<file path="src/rtl/apb_rambus_bridge_if.sv">
// APB3 + RamBus signal bundle for apb_rambus_bridge.
// slave modport: bridge view; master modport: APB master / RamBus target view.
interface apb_rambus_bridge_if #(
    parameter int unsigned ADDR_WIDTH = 14,
    parameter int unsigned DATA_WIDTH = 32
);
    logic                  PSel;
    logic                  PEnable;
    logic                  PWrite;
    logic [31:0]           PAddr;
    logic [DATA_WIDTH-1:0] PWData;
    logic [DATA_WIDTH-1:0] PRData;
    logic                  PReady;
    logic                  PSlvErr;
    logic [ADDR_WIDTH-1:0] RamBusAddress;
    logic [DATA_WIDTH-1:0] RamBusDataIn;
    logic                  RamBusnCs;
    logic                  RamBusWrnRd;
    logic                  RamBusLatch;
    logic [DATA_WIDTH-1:0] RamBusDataOut;
    logic                  RamBusAck;

    modport slave (
        input  PSel, PEnable, PWrite, PAddr, PWData,
        output PRData, PReady, PSlvErr,
        output RamBusAddress, RamBusDataIn, RamBusnCs, RamBusWrnRd, RamBusLatch,
        input  RamBusDataOut, RamBusAck
    );

    modport master (
        output PSel, PEnable, PWrite, PAddr, PWData,
        input  PRData, PReady, PSlvErr,
        input  RamBusAddress, RamBusDataIn, RamBusnCs, RamBusWrnRd, RamBusLatch,
        output RamBusDataOut, RamBusAck
    );
endinterface

</file>
<file path="src/rtl/apb_rambus_bridge.sv">
// APB3 slave turning one APB transfer into one RamBus access (DM main-ports register file).
// All outputs are registered. Optional WAIT-state timeout is enabled by APB_RAMBUS_TIMEOUT_EN;
// without it the bridge waits for RamBusAck indefinitely and PSlvErr is tied low.
module apb_rambus_bridge #(
    parameter int unsigned ADDR_WIDTH     = 14,
    parameter int unsigned DATA_WIDTH     = 32,
    parameter int unsigned TIMEOUT_CYCLES = 255
) (
    input logic                clk,
    input logic                rst,
    apb_rambus_bridge_if.slave bus
);
    typedef enum logic [1:0] {StIdle, StReq, StWait, StResp} state_t;

    state_t                state;
    logic [DATA_WIDTH-1:0] prData;
    logic                  pReady;
    logic [ADDR_WIDTH-1:0] rbAddr;
    logic [DATA_WIDTH-1:0] rbDataIn;
    logic                  rbnCs;
    logic                  rbWrnRd;
    logic                  rbLatch;

`ifdef APB_RAMBUS_TIMEOUT_EN
    localparam logic [15:0] TimeoutLast = 16'(TIMEOUT_CYCLES - 1);
    logic        slvErr;
    logic [15:0] waitCnt;
`else
    localparam int unsigned unusedTimeoutCycles = TIMEOUT_CYCLES;
`endif

    // Upper APB address bits are decoded upstream and not forwarded.
    logic unusedAddrBits;
    assign unusedAddrBits = ^bus.PAddr[31:ADDR_WIDTH];

    // Transfer FSM; every RamBus/APB output is a register updated alongside the state.
    always_ff @(posedge clk) begin
        if (rst) begin
            state    <= StIdle;
            prData   <= '0;
            pReady   <= 1'b0;
            rbAddr   <= '0;
            rbDataIn <= '0;
            rbnCs    <= 1'b1;
            rbWrnRd  <= 1'b0;
            rbLatch  <= 1'b0;
`ifdef APB_RAMBUS_TIMEOUT_EN
            slvErr   <= 1'b0;
            waitCnt  <= '0;
`endif
        end else begin
            unique case (state)
                StIdle: begin
                    // Capture on the APB setup phase so the access starts one cycle later.
                    if (bus.PSel && !bus.PEnable) begin
                        rbAddr   <= bus.PAddr[ADDR_WIDTH-1:0];
                        rbDataIn <= bus.PWData;
                        rbWrnRd  <= bus.PWrite;
                        rbnCs    <= 1'b0;
                        rbLatch  <= 1'b1;
                        state    <= StReq;
                    end
                end
                StReq: begin
                    rbLatch <= 1'b0;
`ifdef APB_RAMBUS_TIMEOUT_EN
                    waitCnt <= '0;
`endif
                    if (!bus.PSel) begin
                        rbnCs <= 1'b1;
                        state <= StIdle;
                    end else begin
                        state <= StWait;
                    end
                end
                StWait: begin
                    if (!bus.PSel) begin
                        // Master abandoned the transfer: drop the access, no completion.
                        rbnCs <= 1'b1;
                        state <= StIdle;
                    end else if (bus.RamBusAck) begin
                        if (!rbWrnRd) prData <= bus.RamBusDataOut;
`ifdef APB_RAMBUS_TIMEOUT_EN
                        slvErr <= 1'b0;
`endif
                        pReady <= 1'b1;
                        rbnCs  <= 1'b1;
                        state  <= StResp;
                    end else begin
`ifdef APB_RAMBUS_TIMEOUT_EN
                        // Ack has priority; only a cycle without ack can time out.
                        if (waitCnt == TimeoutLast) begin
                            if (!rbWrnRd) prData <= '0;
                            slvErr <= 1'b1;
                            pReady <= 1'b1;
                            rbnCs  <= 1'b1;
                            state  <= StResp;
                        end else begin
                            waitCnt <= waitCnt + 16'd1;
                        end
`endif
                    end
                end
                StResp: begin
                    pReady <= 1'b0;
`ifdef APB_RAMBUS_TIMEOUT_EN
                    slvErr <= 1'b0;
`endif
                    state  <= StIdle;
                end
                default: state <= StIdle;
            endcase
        end
    end

    assign bus.PRData        = prData;
    assign bus.PReady        = pReady;
    assign bus.RamBusAddress = rbAddr;
    assign bus.RamBusDataIn  = rbDataIn;
    assign bus.RamBusnCs     = rbnCs;
    assign bus.RamBusWrnRd   = rbWrnRd;
    assign bus.RamBusLatch   = rbLatch;
`ifdef APB_RAMBUS_TIMEOUT_EN
    assign bus.PSlvErr       = slvErr;
`else
    assign bus.PSlvErr       = 1'b0;
`endif
endmodule

</file>
<file path="src/flat_wrapper.sv">
// flat-port wrapper written by rule: the top's interface ports become plain ports
module apb_rambus_bridge_flat 
#(
    parameter int unsigned ADDR_WIDTH     = 14,
    parameter int unsigned DATA_WIDTH     = 32,
    parameter int unsigned TIMEOUT_CYCLES = 255
)
  (clk, rst, bus_PSel, bus_PEnable, bus_PWrite, bus_PAddr, bus_PWData, bus_PRData, bus_PReady, bus_PSlvErr, bus_RamBusAddress, bus_RamBusDataIn, bus_RamBusnCs, bus_RamBusWrnRd, bus_RamBusLatch, bus_RamBusDataOut, bus_RamBusAck);
  apb_rambus_bridge_if #(.ADDR_WIDTH(ADDR_WIDTH), .DATA_WIDTH(DATA_WIDTH)) bus_i ();
  input logic clk;
  input logic rst;
  input wire logic [$bits(bus_i.PSel)-1:0] bus_PSel;
  input wire logic [$bits(bus_i.PEnable)-1:0] bus_PEnable;
  input wire logic [$bits(bus_i.PWrite)-1:0] bus_PWrite;
  input wire logic [$bits(bus_i.PAddr)-1:0] bus_PAddr;
  input wire logic [$bits(bus_i.PWData)-1:0] bus_PWData;
  output wire logic [$bits(bus_i.PRData)-1:0] bus_PRData;
  output wire logic [$bits(bus_i.PReady)-1:0] bus_PReady;
  output wire logic [$bits(bus_i.PSlvErr)-1:0] bus_PSlvErr;
  output wire logic [$bits(bus_i.RamBusAddress)-1:0] bus_RamBusAddress;
  output wire logic [$bits(bus_i.RamBusDataIn)-1:0] bus_RamBusDataIn;
  output wire logic [$bits(bus_i.RamBusnCs)-1:0] bus_RamBusnCs;
  output wire logic [$bits(bus_i.RamBusWrnRd)-1:0] bus_RamBusWrnRd;
  output wire logic [$bits(bus_i.RamBusLatch)-1:0] bus_RamBusLatch;
  input wire logic [$bits(bus_i.RamBusDataOut)-1:0] bus_RamBusDataOut;
  input wire logic [$bits(bus_i.RamBusAck)-1:0] bus_RamBusAck;
  assign bus_i.PSel = bus_PSel;
  assign bus_i.PEnable = bus_PEnable;
  assign bus_i.PWrite = bus_PWrite;
  assign bus_i.PAddr = bus_PAddr;
  assign bus_i.PWData = bus_PWData;
  assign bus_PRData = bus_i.PRData;
  assign bus_PReady = bus_i.PReady;
  assign bus_PSlvErr = bus_i.PSlvErr;
  assign bus_RamBusAddress = bus_i.RamBusAddress;
  assign bus_RamBusDataIn = bus_i.RamBusDataIn;
  assign bus_RamBusnCs = bus_i.RamBusnCs;
  assign bus_RamBusWrnRd = bus_i.RamBusWrnRd;
  assign bus_RamBusLatch = bus_i.RamBusLatch;
  assign bus_i.RamBusDataOut = bus_RamBusDataOut;
  assign bus_i.RamBusAck = bus_RamBusAck;
  apb_rambus_bridge #(.ADDR_WIDTH(ADDR_WIDTH), .DATA_WIDTH(DATA_WIDTH), .TIMEOUT_CYCLES(TIMEOUT_CYCLES)) u_core (.clk(clk), .rst(rst), .bus(bus_i));
endmodule
</file>
<file path="config.mk">
export PLATFORM = sky130hd
export DESIGN_NAME = apb_rambus_bridge_flat
export DESIGN_NICKNAME = d
export VERILOG_FILES = /design/src/rtl/apb_rambus_bridge_if.sv /design/src/rtl/apb_rambus_bridge.sv /design/src/flat_wrapper.sv
export SDC_FILE = /design/constraint.sdc
export NUM_CORES = 1
export LEC_CHECK = 0
export ABC_AREA = 0
export BUFFER_PORTS_ARGS = -buffer_cell sky130_fd_sc_hd__buf_4
export CORE_ASPECT_RATIO = 0.6
export CORE_UTILIZATION = 38
export CTS_BUF_LIST = sky130_fd_sc_hd__clkbuf_16
export DETAILED_ROUTE_END_ITERATION = 6
export PLACE_DENSITY = 0.77
export REMOVE_ABC_BUFFERS = 1
export SLEW_MARGIN = 5
export SYNTH_ARGS = -nofsm -noshare
export SYNTH_HDL_FRONTEND = slang
export SYNTH_SLANG_ARGS = --single-unit
</file>
<file path="constraint.sdc">
create_clock -name clk -period 2.17 [get_ports clk]
set_input_delay 0.1085 -clock clk [delete_from_list [all_inputs] [get_ports clk]]
set_output_delay 0.1085 -clock clk [all_outputs]
set_load 0.02 [all_outputs]
</file>
==> impl_metrics.py, run 1 <==
metrics = {
    "route": {
        "vias": 3038,
        "drcViolationCount": 0,
        "viasPerCell": 4.681,
        "firstDrtPassIters": 4,
        "wirelength_mm": 7.733,
        "wl_per_cell_um": 11.92,
        "drtAntennaViolNets": 0,
        "drtIter0Drc": 118,
    },
    "placement": {
        "dp_hpwl_mm": 5.406,
        "port_buffers": 165,
        "gp_congestion": 0.7740,
        "pre_cts_slack_ns": 0.04321,
        "place_inst": 633,
    },
    "global_routing": {
        "grt-ovfl-total": 0,
        "grt_max_degree": 85,
        "grt_use_total_pct": 17.81,
        "antenna_found_initial": 0,
        "grt_pass1_wl_mm": 12.31,
        "grt_pass1_vias": 2784,
        "met2_usage_pct": 30.56,
        "grt_busiest_layer": "met2",
        "use_met1_pct": 20.36,
        "grt_use_met3_pct": 7.783,
    },
    "worst_setup_path": {
        "crit_type": "flop to flop",
        "cp.required_ns": 2.41,
        "cp_slowest_cell": "and4b_2",
        "r2r_setup_slack_ns": 0.41,
        "slowest_delay_ns": 0.67,
        "cp-start-kind": "flop",
        "critPathTopFamily": "simple AND/OR/NAND/NOR gates",
        "cp.arrival_ns": 2.01,
        "reg2reg_depth": 5,
        "cp_cell_sequence": "inv_1 -> ha_1 -> and4b_2 -> nand2_1 -> a21oi_1",
        "critPathCaptureType": "flop",
        "timing.rr.start": "u_core.state[0]$_SDFFE_PP0P_",
        "cp_max_fo": 32,
        "reg2reg_to": "u_core.bus.PRData[27]$_SDFFE_PP0P_",
        "path_depth": 5,
        "worst-path-buf-inv": 1,
    },
    "synth": {
        "synth_top_area_cell": "dfxtp_1",
        "synth_edf_count": 0,
        "syn_area_per_cell_sq_um": 8.110,
        "synthDistinctLibCells": 26,
        "synth_most_common_cell": "nand2_1",
        "syn_area_sq_mm": 0.003131,
        "async_flop_share_pct": 0,
        "yosysTopAreaCellShare_pct": 53.72,
        "synthTopCellsByArea": "dfxtp_1, nand2_1, a21oi_1, ha_1, a21oi_2",
        "ys.flop_type": "dfxtp_1",
        "yosys-top-cells-count": "nand2_1, dfxtp_1, a21oi_1",
        "yosysWarningCount": 0,
        "yosys_register_bits": 84,
        "ys_seq_area_share_pct": 53.72,
        "synth_cells": 386,
    },
    "floorplan": {
        "start_util_pct": 39.56,
        "core_area_sq_mm": 0.007914,
        "rows": 25,
        "die_w_um": 119.2,
        "ioPinCount": 185,
        "fp.dieArea_sq_mm": 0.008617,
        "die_y_um": 72.31,
    },
    "layout": {
        "finalNonFillerCells": 649,
        "final_nets": 645,
        "final_util_pct": 59.27,
        "drive_gt1_share_pct": 35.30,
        "insertedDiodeCount": 0,
        "syn2layout_area_growth_pct": 49.84,
    },
    "pwr": {
        "power_density_mw_per_mm2": 803.0,
        "leakagePower_nw": 2.040,
        "irDropWorstVdd_mv": 0.5634,
        "p_total_mw": 3.766,
    },
    "clock_tree": {
        "root_buffer": "clkbuf_16",
        "post_cts.repair.setup_buffers": 0,
        "cts_made_buffers": 9,
        "cts_tree": "yes",
        "clkSlewWorstSetupHoldPaths_ns": 0.06,
        "clk_latency_ns": 0.33,
        "cts.sinks": 84,
        "h-tree-depth": 3,
        "clockBufferDepth": 2,
    },
    "run_status": {
        "outcome": "completed",
    },
    "hold_path": {
        "hold_path_end": "u_core.bus.PRData[19]$_SDFFE_PP0P_",
        "hp-class": "input port to flop",
        "hold_depth": 3,
        "worst_hold_startpoint": "bus_RamBusDataOut[19]",
    },
    "sta": {
        "fin_setup_tns_ns": 0,
        "report.final.hold_viol_count": 0,
        "finalSetupViolCount": 0,
        "slew_violations": 0,
        "worst_slew_pin_slew_ns": 0.8981,
        "timing.final.crit_period_ns": 1.764,
        "clock_skew_ns": 0.005495,
        "setup_ws_ns": 0.4063,
        "fmax_mhz": 567.0,
        "relSlewSlack_pct": 40.12,
        "finalCritPeriodShare_pct": 81.28,
        "grt_setup_unrepaired": "false",
    },
    "run": {
        "maxCapViolCount": 0,
    },
}
## cell families after synthesis
kind of cell	count (synthesis)	share of synthesized area, %
simple gates	169	21.26
compound gates	92	16.31
flops	84	53.72
buf+inv	33	5.795
fa+ha+maj	7	2.798
other cells	1	0.1198
## where the power goes
part	switching [mW]	internal [mW]
registers	0.0314	1.60
logic	0.236	0.219
clock network	0.569	1.11
total	0.837	2.93
## tightest hold or removal path: stages
cell	delay, ns
buf_4	0.11
nand2_1	0.04
a21oi_1	0.05
## worst max path at each step
stage,from,to,slack [ns]
detailed placement,u_core.state[0]$_SDFFE_PP0P_,u_core.bus.PRData[14]$_SDFFE_PP0P_,0.04
global placement,u_core.state[0]$_SDFFE_PP0P_,u_core.bus.PRData[11]$_SDFFE_PP0P_,0.10
global route,u_core.state[0]$_SDFFE_PP0P_,u_core.bus.PRData[27]$_SDFFE_PP0P_,0.20
floorplan,u_core.state[0]$_SDFFE_PP0P_,u_core.bus.RamBusDataIn[20]$_SDFFE_PP0P_,0.35
CTS,u_core.state[0]$_SDFFE_PP0P_,u_core.bus.PRData[27]$_SDFFE_PP0P_,0.03
finish,u_core.state[0]$_SDFFE_PP0P_,u_core.bus.PRData[27]$_SDFFE_PP0P_,0.41
## area by class of cell
| type | count | area (sq um) |
|---|---|---|
| inverter | 5 | 18.77 |
| clock buffer | 9 | 225.2 |
| clock inverter | 7 | 107.6 |
| sequential | 84 | 1682 |
| timing repair buffer | 167 | 1254 |
| fill | 710 | 3223 |
| tap | 108 | 135.1 |
| multi-input combinational | 269 | 1269 |
## sequential cells by signal, summed over array words and instances (netlist names)
name and count:
u_core.bus.RamBusAddress 14, u_core.bus.RamBusDataIn 32, u_core.state 2, u_core.bus.RamBusWrnRd 1, u_core.bus.RamBusnCs 1, u_core.bus.RamBusLatch 1
u_core.bus.PReady 1, u_core.bus.PRData 32
## placed cells by master, fill, tap and decap left out
| master | netlist | routed |
|---|---|---|
| a21oi_1 | 76 | 76 |
| a211oi_1 | 1 | 1 |
| clkbuf_16 | 0 | 9 |
| and2_4 | 1 | 1 |
| inv_1 | 5 | 7 |
| a21oi_2 | 6 | 6 |
| buf_4 | 5 | 167 |
| conb_1 | 1 | 1 |
| o21ai_0 | 2 | 2 |
| nand4b_1 | 1 | 1 |
| a31oi_1 | 1 | 1 |
| nand2_1 | 160 | 160 |
| a2bb2oi_1 | 2 | 2 |
| and4b_2 | 0 | 1 |
| nor2b_4 | 1 | 1 |
| o2111ai_1 | 1 | 1 |
| nor2_1 | 3 | 3 |
| nand2b_1 | 2 | 2 |
| clkinv_2 | 0 | 2 |
| a21boi_1 | 1 | 1 |
| dfxtp_1 | 84 | 84 |
| bufinv_16 | 0 | 3 |
| ha_1 | 7 | 7 |
| a311o_1 | 1 | 1 |
| o22a_2 | 1 | 1 |
## metrics by stage
step	hold slack (ns)	cell area, sq um
5_1_grt	0.01479	4691
3_3_place_gp	0.3553	4357
2_1_floorplan	0.1709	2968
6_report	0.02461	4691
3_5_place_dp	0.3642	4357
4_1_cts	0.01533	4690
## what timing repair did
item,CTS,global route
endpoints found under the hold margin,0,0
setup endpoints to repair,0,32
resized for setup,0,1
hold buffers,0,0
## per-layer routing
layer / wire length [um] / vias up
met3: 795 / 6
li1: - / 1534
met5: 0 / -
met2: 3585 / 118
met1: 3286 / 1380
met4: 65 / 0
No activity file was read; power rests on OpenSTA's default activity.
==> run 2, diff against run 1 <==
- clock period: 2.17 -> 1.8 ns (I/O delays scaled with it)
==> run 2 against run 1 <==
Cell count up 3.7%; total power increased by 15%; worst setup slack got worse by 0.24 ns; critical endpoint is now u_core.bus.PRData[17]$_SDFFE_PP0P_; largest cell class unchanged; largest power group is now sequential cells.
==> impl_metrics.py, run 2 (synthesis gave the netlist of run 1 again) <==
metrics = {
    "run_status": {
        "outcome": "completed",
    },
    "worst_setup_path": {
        "reg2reg_to": "u_core.bus.PRData[17]$_SDFFE_PP0P_",
        "cp.arrival_ns": 1.89,
        "r2r_setup_slack_ns": 0.17,
        "worst-path-buf-inv": 2,
        "crit_type": "flop to flop",
        "cp_cell_sequence": "inv_1 -> ha_1 -> and4b_1 -> buf_4 -> nand2_1 -> a21oi_1",
        "critPathTopFamily": "buffers and inverters",
        "cp.required_ns": 2.06,
        "critPathCaptureType": "flop",
        "cp_slowest_cell": "dfxtp_1",
        "crit_start": "u_core.state[0]$_SDFFE_PP0P_",
        "cp-start-kind": "flop",
        "reg2reg_depth": 6,
        "path_depth": 6,
        "timing.rr.start": "u_core.state[0]$_SDFFE_PP0P_",
        "endpoint": "u_core.bus.PRData[17]$_SDFFE_PP0P_",
        "cp_max_fo": 32,
        "slowest_delay_ns": 0.36,
    },
    "clock_tree": {
        "root_buffer": "clkbuf_16",
        "cts_tree": "yes",
        "clk_latency_ns": 0.33,
        "h-tree-depth": 3,
        "clkSlewWorstSetupHoldPaths_ns": 0.06,
        "clockBufferDepth": 2,
        "cts.sinks": 84,
        "cts_made_buffers": 9,
    },
    "layout": {
        "final_cell_mix": "buf_4, nand2_1, dfxtp_1, a21oi_1, dlygate4sd3_1",
        "drive_gt1_share_pct": 33.98,
        "final_nets": 669,
        "insertedDiodeCount": 0,
        "nFillCells": 680,
        "regArea_sq_mm": 0.001682,
        "final_common_cell": "buf_4",
        "syn2layout_area_growth_pct": 56.99,
        "multi_input_area_sq_mm": 0.001267,
    },
    "floorplan": {
        "start_util_pct": 39.56,
        "rows": 25,
        "ioPinCount": 185,
        "die_w_um": 119.2,
        "fp.dieArea_sq_mm": 0.008617,
        "die_y_um": 72.31,
        "core_area_sq_mm": 0.007914,
    },
    "sta": {
        "fin_setup_tns_ns": 0,
        "relSlewSlack_pct": 61.99,
        "fmax_mhz": 613.7,
        "clock_skew_ns": 0.009409,
        "grt_setup_unrepaired": "false",
        "slew_violations": 0,
        "finalSetupViolCount": 0,
        "finalCritPeriodShare_pct": 90.53,
        "worst_slew_pin_slew_ns": 0.5702,
        "report.final.hold_viol_count": 0,
        "setup_ws_ns": 0.1704,
        "timing.final.crit_period_ns": 1.630,
    },
    "route": {
        "wirelength_mm": 8.217,
        "drtAntennaViolNets": 0,
        "viasPerCell": 4.686,
        "drcViolationCount": 0,
        "wl_per_cell_um": 12.21,
        "firstDrtPassIters": 4,
        "drtIter0Drc": 159,
        "vias": 3154,
    },
    "run": {
        "maxCapViolCount": 0,
    },
    "global_routing": {
        "met2_usage_pct": 33.20,
        "grt_max_degree": 50,
        "grt_use_total_pct": 19.07,
        "antenna_found_initial": 0,
        "grt-ovfl-total": 0,
        "grt_busiest_layer": "met2",
        "grt_pass1_vias": 2979,
        "grt_use_met3_pct": 7.469,
        "use_met1_pct": 21.96,
        "grt_pass1_wl_mm": 13.05,
    },
    "placement": {
        "gp_congestion": 0.7811,
        "dp_hpwl_mm": 5.587,
        "port_buffers": 165,
        "pre_cts_slack_ns": 0.1876,
    },
    "pwr": {
        "irDropWorstVdd_mv": 0.5814,
        "power_density_mw_per_mm2": 881.2,
        "leakagePower_nw": 2.136,
    },
    "hold_path": {
        "hp-class": "input port to flop",
    },
}
run 2: timing repair:
item                                   CTS  global route
buffers inserted                         0             0
endpoints found under the hold margin   21             1
gates resized for setup                  0             0
hold buffers                            21             1
run 2: worst min-delay path by stage:
stage,start,to,cells after the start
after detailed placement,bus_PWData[30],u_core.bus.RamBusDataIn[30]$_SDFFE_PP0P_,3
after floorplan,rst,u_core.bus.RamBusDataIn[20]$_SDFFE_PP0P_,1
after CTS,bus_PWData[20],u_core.bus.RamBusDataIn[20]$_SDFFE_PP0P_,3
after global placement,bus_PWData[7],u_core.bus.RamBusDataIn[7]$_SDFFE_PP0P_,3
final,bus_RamBusDataOut[16],u_core.bus.PRData[16]$_SDFFE_PP0P_,3
after global routing,bus_PWData[20],u_core.bus.RamBusDataIn[20]$_SDFFE_PP0P_,3
run 2: area by class of cell:
| type | count | area share, % |
|---|---|---|
| sequential | 84 | 34.22 |
| clock buffer | 9 | 4.582 |
| multi-input combinational | 269 | 25.79 |
| clock inverter | 7 | 1.222 |
| timing repair buffer | 191 | 31.06 |
| tap | 108 | 2.750 |
| inverter | 5 | 0.3819 |
run 2: worst register-to-register path, delay by kind of cell, from the launching register on:
family | cells | cell delay (ns)
AOI/OAI and AO/OA | 1 | 0.15
adders and majority gates | 1 | 0.26
buffers and inverters | 2 | 0.47
DFF | 1 | 0.36
and+or+nand+nor | 2 | 0.33
run 2: routing by layer:
layer	wire, um	up-vias
met4	67	0
met5	0	-
met2	3919	116
met3	696	8
li1	-	1593
met1	3535	1437
run 2: stage by stage:
step | instances | hold slack, ns | util, % | instance area [sq um] | power [mW]
after floorplan | 358 | 0.1524 | - | 2968 | 2.242
after global placement | 635 | 0.3368 | 55.72 | 4409 | 2.554
after detailed placement | 635 | 0.3453 | 55.72 | 4409 | 2.571
after CTS | 672 | 0.0002701 | 61.98 | 4905 | 4.378
after global routing | 673 | 0.0009274 | 62.10 | 4915 | 4.527
final | 673 | 0.007438 | 62.10 | 4915 | 4.331
run 2: power breakdown:
part / total (mW) / leakage [nW] / switching, mW / internal, mW
clock: 1.76 / 0.148 / 0.706 / 1.06
combinational: 0.602 / 1.31 / 0.298 / 0.304
sequential: 1.97 / 0.682 / 0.0390 / 1.93
==> run 3, diff against run 2 <==
- ABC_CLOCK_PERIOD_IN_PS: default -> 1800
- CORE_ASPECT_RATIO: 0.6 -> 0.75
==> run 3 against run 2 <==
Total power up 2.5%; clock skew fell by 0.0047 ns; non-clock buffer count decreased by 21; worst hold slack improved by 0.0043 ns; maximum frequency increased by 1.1%; register-to-register slack better by 0.02 ns; via count is 4.7% lower; sequential power about the same; critical path depth is the same; worst setup slack better by 0.018 ns; largest cell class unchanged; highest routed layer unchanged.
==> impl_metrics.py, run 3 (synthesis gave the netlist of run 1 again) <==
metrics = {
    "run_status": {
        "outcome": "completed",
    },
    "hold_path": {
        "hp-class": "input port to flop",
        "hold_depth": 3,
        "hold_path_end": "u_core.bus.RamBusAddress[3]$_SDFFE_PP0P_",
        "worst_hold_startpoint": "bus_PAddr[3]",
    },
    "route": {
        "viasPerCell": 4.640,
        "drcViolationCount": 0,
        "drtAntennaViolNets": 0,
        "vias": 3007,
        "wirelength_mm": 7.918,
        "firstDrtPassIters": 4,
        "wl_per_cell_um": 12.22,
        "drtIter0Drc": 132,
    },
    "clock_tree": {
        "cts_hold_buf": 0,
        "clk_latency_ns": 0.32,
        "clkSlewWorstSetupHoldPaths_ns": 0.06,
        "ctsResizeCount": 0,
        "h-tree-depth": 3,
        "cts_made_buffers": 9,
        "clockBufferDepth": 2,
        "cts_tree": "yes",
        "cts.sinks": 84,
        "post_cts.repair.setup_buffers": 0,
        "root_buffer": "clkbuf_16",
    },
    "layout": {
        "final_nets": 648,
        "nFillCells": 706,
        "drive_gt1_share_pct": 35.73,
        "finalNonFillerCells": 648,
        "final_common_cell": "buf_4",
        "final_cell_mix": "buf_4, nand2_1, dfxtp_1, a21oi_1, clkbuf_16",
        "insertedDiodeCount": 0,
        "final_util_pct": 59.28,
        "syn2layout_area_growth_pct": 50.60,
    },
    "worst_setup_path": {
        "reg2reg_to": "u_core.bus.PRData[17]$_SDFFE_PP0P_",
        "cp.arrival_ns": 1.85,
        "cp_slowest_cell": "dfxtp_1",
        "cp.required_ns": 2.04,
        "reg2reg_depth": 6,
        "crit_type": "flop to flop",
        "critPathCaptureType": "flop",
        "slowest_delay_ns": 0.36,
        "cp-start-kind": "flop",
        "cp_cell_sequence": "inv_1 -> ha_1 -> and4b_1 -> buf_4 -> nand2_1 -> a21oi_1",
        "crit_start": "u_core.state[0]$_SDFFE_PP0P_",
        "timing.rr.start": "u_core.state[0]$_SDFFE_PP0P_",
        "cp_max_fo": 32,
        "r2r_setup_slack_ns": 0.19,
    },
    "pwr": {
        "power_frac_comb_pct": 12.6,
        "clkPwrFrac_pct": 43.1,
        "swShare_pct": 23.22,
        "sequentialPowerShare_pct": 44.3,
        "leakagePower_nw": 2.044,
        "power_density_mw_per_mm2": 941.4,
        "cellInternalPower_mw": 3.408,
        "p_switching_mw": 1.030,
        "irDropWorstVdd_mv": 0.5970,
    },
    "placement": {
        "dp_hpwl_mm": 5.629,
        "gp_congestion": 0.7734,
        "place_inst": 633,
        "pre_cts_slack_ns": 0.2075,
        "port_buffers": 165,
    },
    "sta": {
        "clock_skew_ns": 0.004749,
        "grt_setup_unrepaired": "false",
        "relSlewSlack_pct": 63.91,
        "worst_slew_pin_slew_ns": 0.5413,
        "report.final.hold_viol_count": 0,
        "fmax_mhz": 620.6,
        "timing.final.crit_period_ns": 1.611,
        "setup_ws_ns": 0.1887,
        "fin_setup_tns_ns": 0,
        "slew_violations": 0,
        "hold_ws_ns": 0.01173,
        "finalCritPeriodShare_pct": 89.52,
        "finalSetupViolCount": 0,
    },
    "global_routing": {
        "antenna_found_initial": 0,
        "grt_pass1_vias": 2817,
        "grt_max_degree": 50,
        "grt_use_total_pct": 18.44,
        "grt_pass1_wl_mm": 12.63,
        "grt-ovfl-total": 0,
    },
    "floorplan": {
        "fp.dieArea_sq_mm": 0.008609,
        "die_y_um": 80.61,
        "start_util_pct": 39.36,
        "ioPinCount": 185,
        "core_area_sq_mm": 0.007953,
        "rows": 28,
        "die_w_um": 106.8,
    },
    "run": {
        "maxCapViolCount": 0,
    },
}
==> run 3: cell count changes in the layout (fill, tap and decap cells not counted), sizes merged <==
cell | previous run | this run
buf | 169 | 170
dlygate4sd3 | 22 | 0
inv | 7 | 6
bufinv | 1 | 2
clkinv | 3 | 1
clkinvlp | 1 | 2
==> run 3: power groups by stage <==
stage          sequential (mW)  combinational [mW]  clock, mW
2_1_floorplan             2.08               0.161          0
3_3_place_gp              2.00               0.547          0
3_5_place_dp              2.01               0.559          0
4_1_cts                   1.97               0.563       1.96
5_1_grt                   1.98               0.609       2.05
6_report                  1.97               0.559       1.91
==> run 3: per-stage QoR <==
step / instance area (sq um) / power [mW]
after floorplan: 2968 / 2.242
after global placement: 4400 / 2.552
after detailed placement: 4400 / 2.567
after CTS: 4715 / 4.494
after global routing: 4715 / 4.637
final: 4715 / 4.438
==> run 3: worst max-delay path by stage <==
stage	end	slack [ns]
6_report	u_core.bus.PRData[17]$_SDFFE_PP0P_	0.19
5_1_grt	u_core.bus.PRData[22]$_SDFFE_PP0P_	0.05
4_1_cts	u_core.bus.PRData[17]$_SDFFE_PP0P_	0.18
3_5_place_dp	u_core.bus.PRData[17]$_SDFFE_PP0P_	0.21
3_3_place_gp	u_core.bus.PRData[31]$_SDFFE_PP0P_	0.28
2_1_floorplan	u_core.bus.RamBusDataIn[20]$_SDFFE_PP0P_	-0.02
==> run 3: per-layer routing <==
metal	up-vias	wire [um]	share of wire [%]	track usage [%]
li1	1549	-	-	-
met3	12	476	6.0	5.763
met5	-	0	0	0
met4	0	146	1.8	7.260
met1	1357	3414	43	21.13
met2	89	3880	49	32.13
==> run 3: worst max-delay path: cells and delay by family (launching register included) <==
kind	cells	cell delay, ns
buffers and inverters	2	0.45
flip-flops	1	0.36
AND/OR/NAND/NOR	2	0.30
adder cells (fa/ha/maj)	1	0.26
AO/OA/AOI/OAI	1	0.15
==> run 3: area by class of cell <==
cell class	count	area (sq um)	share of cell area (%)
Inverter	5	18.77	0.3981
Sequential cell	84	1682	35.67
Multi-Input combinational cell	269	1267	26.88
Clock buffer	9	225.2	4.777
Tap cell	105	131.4	2.787
Clock inverter	6	88.84	1.884
Timing Repair Buffer	170	1301	27.60
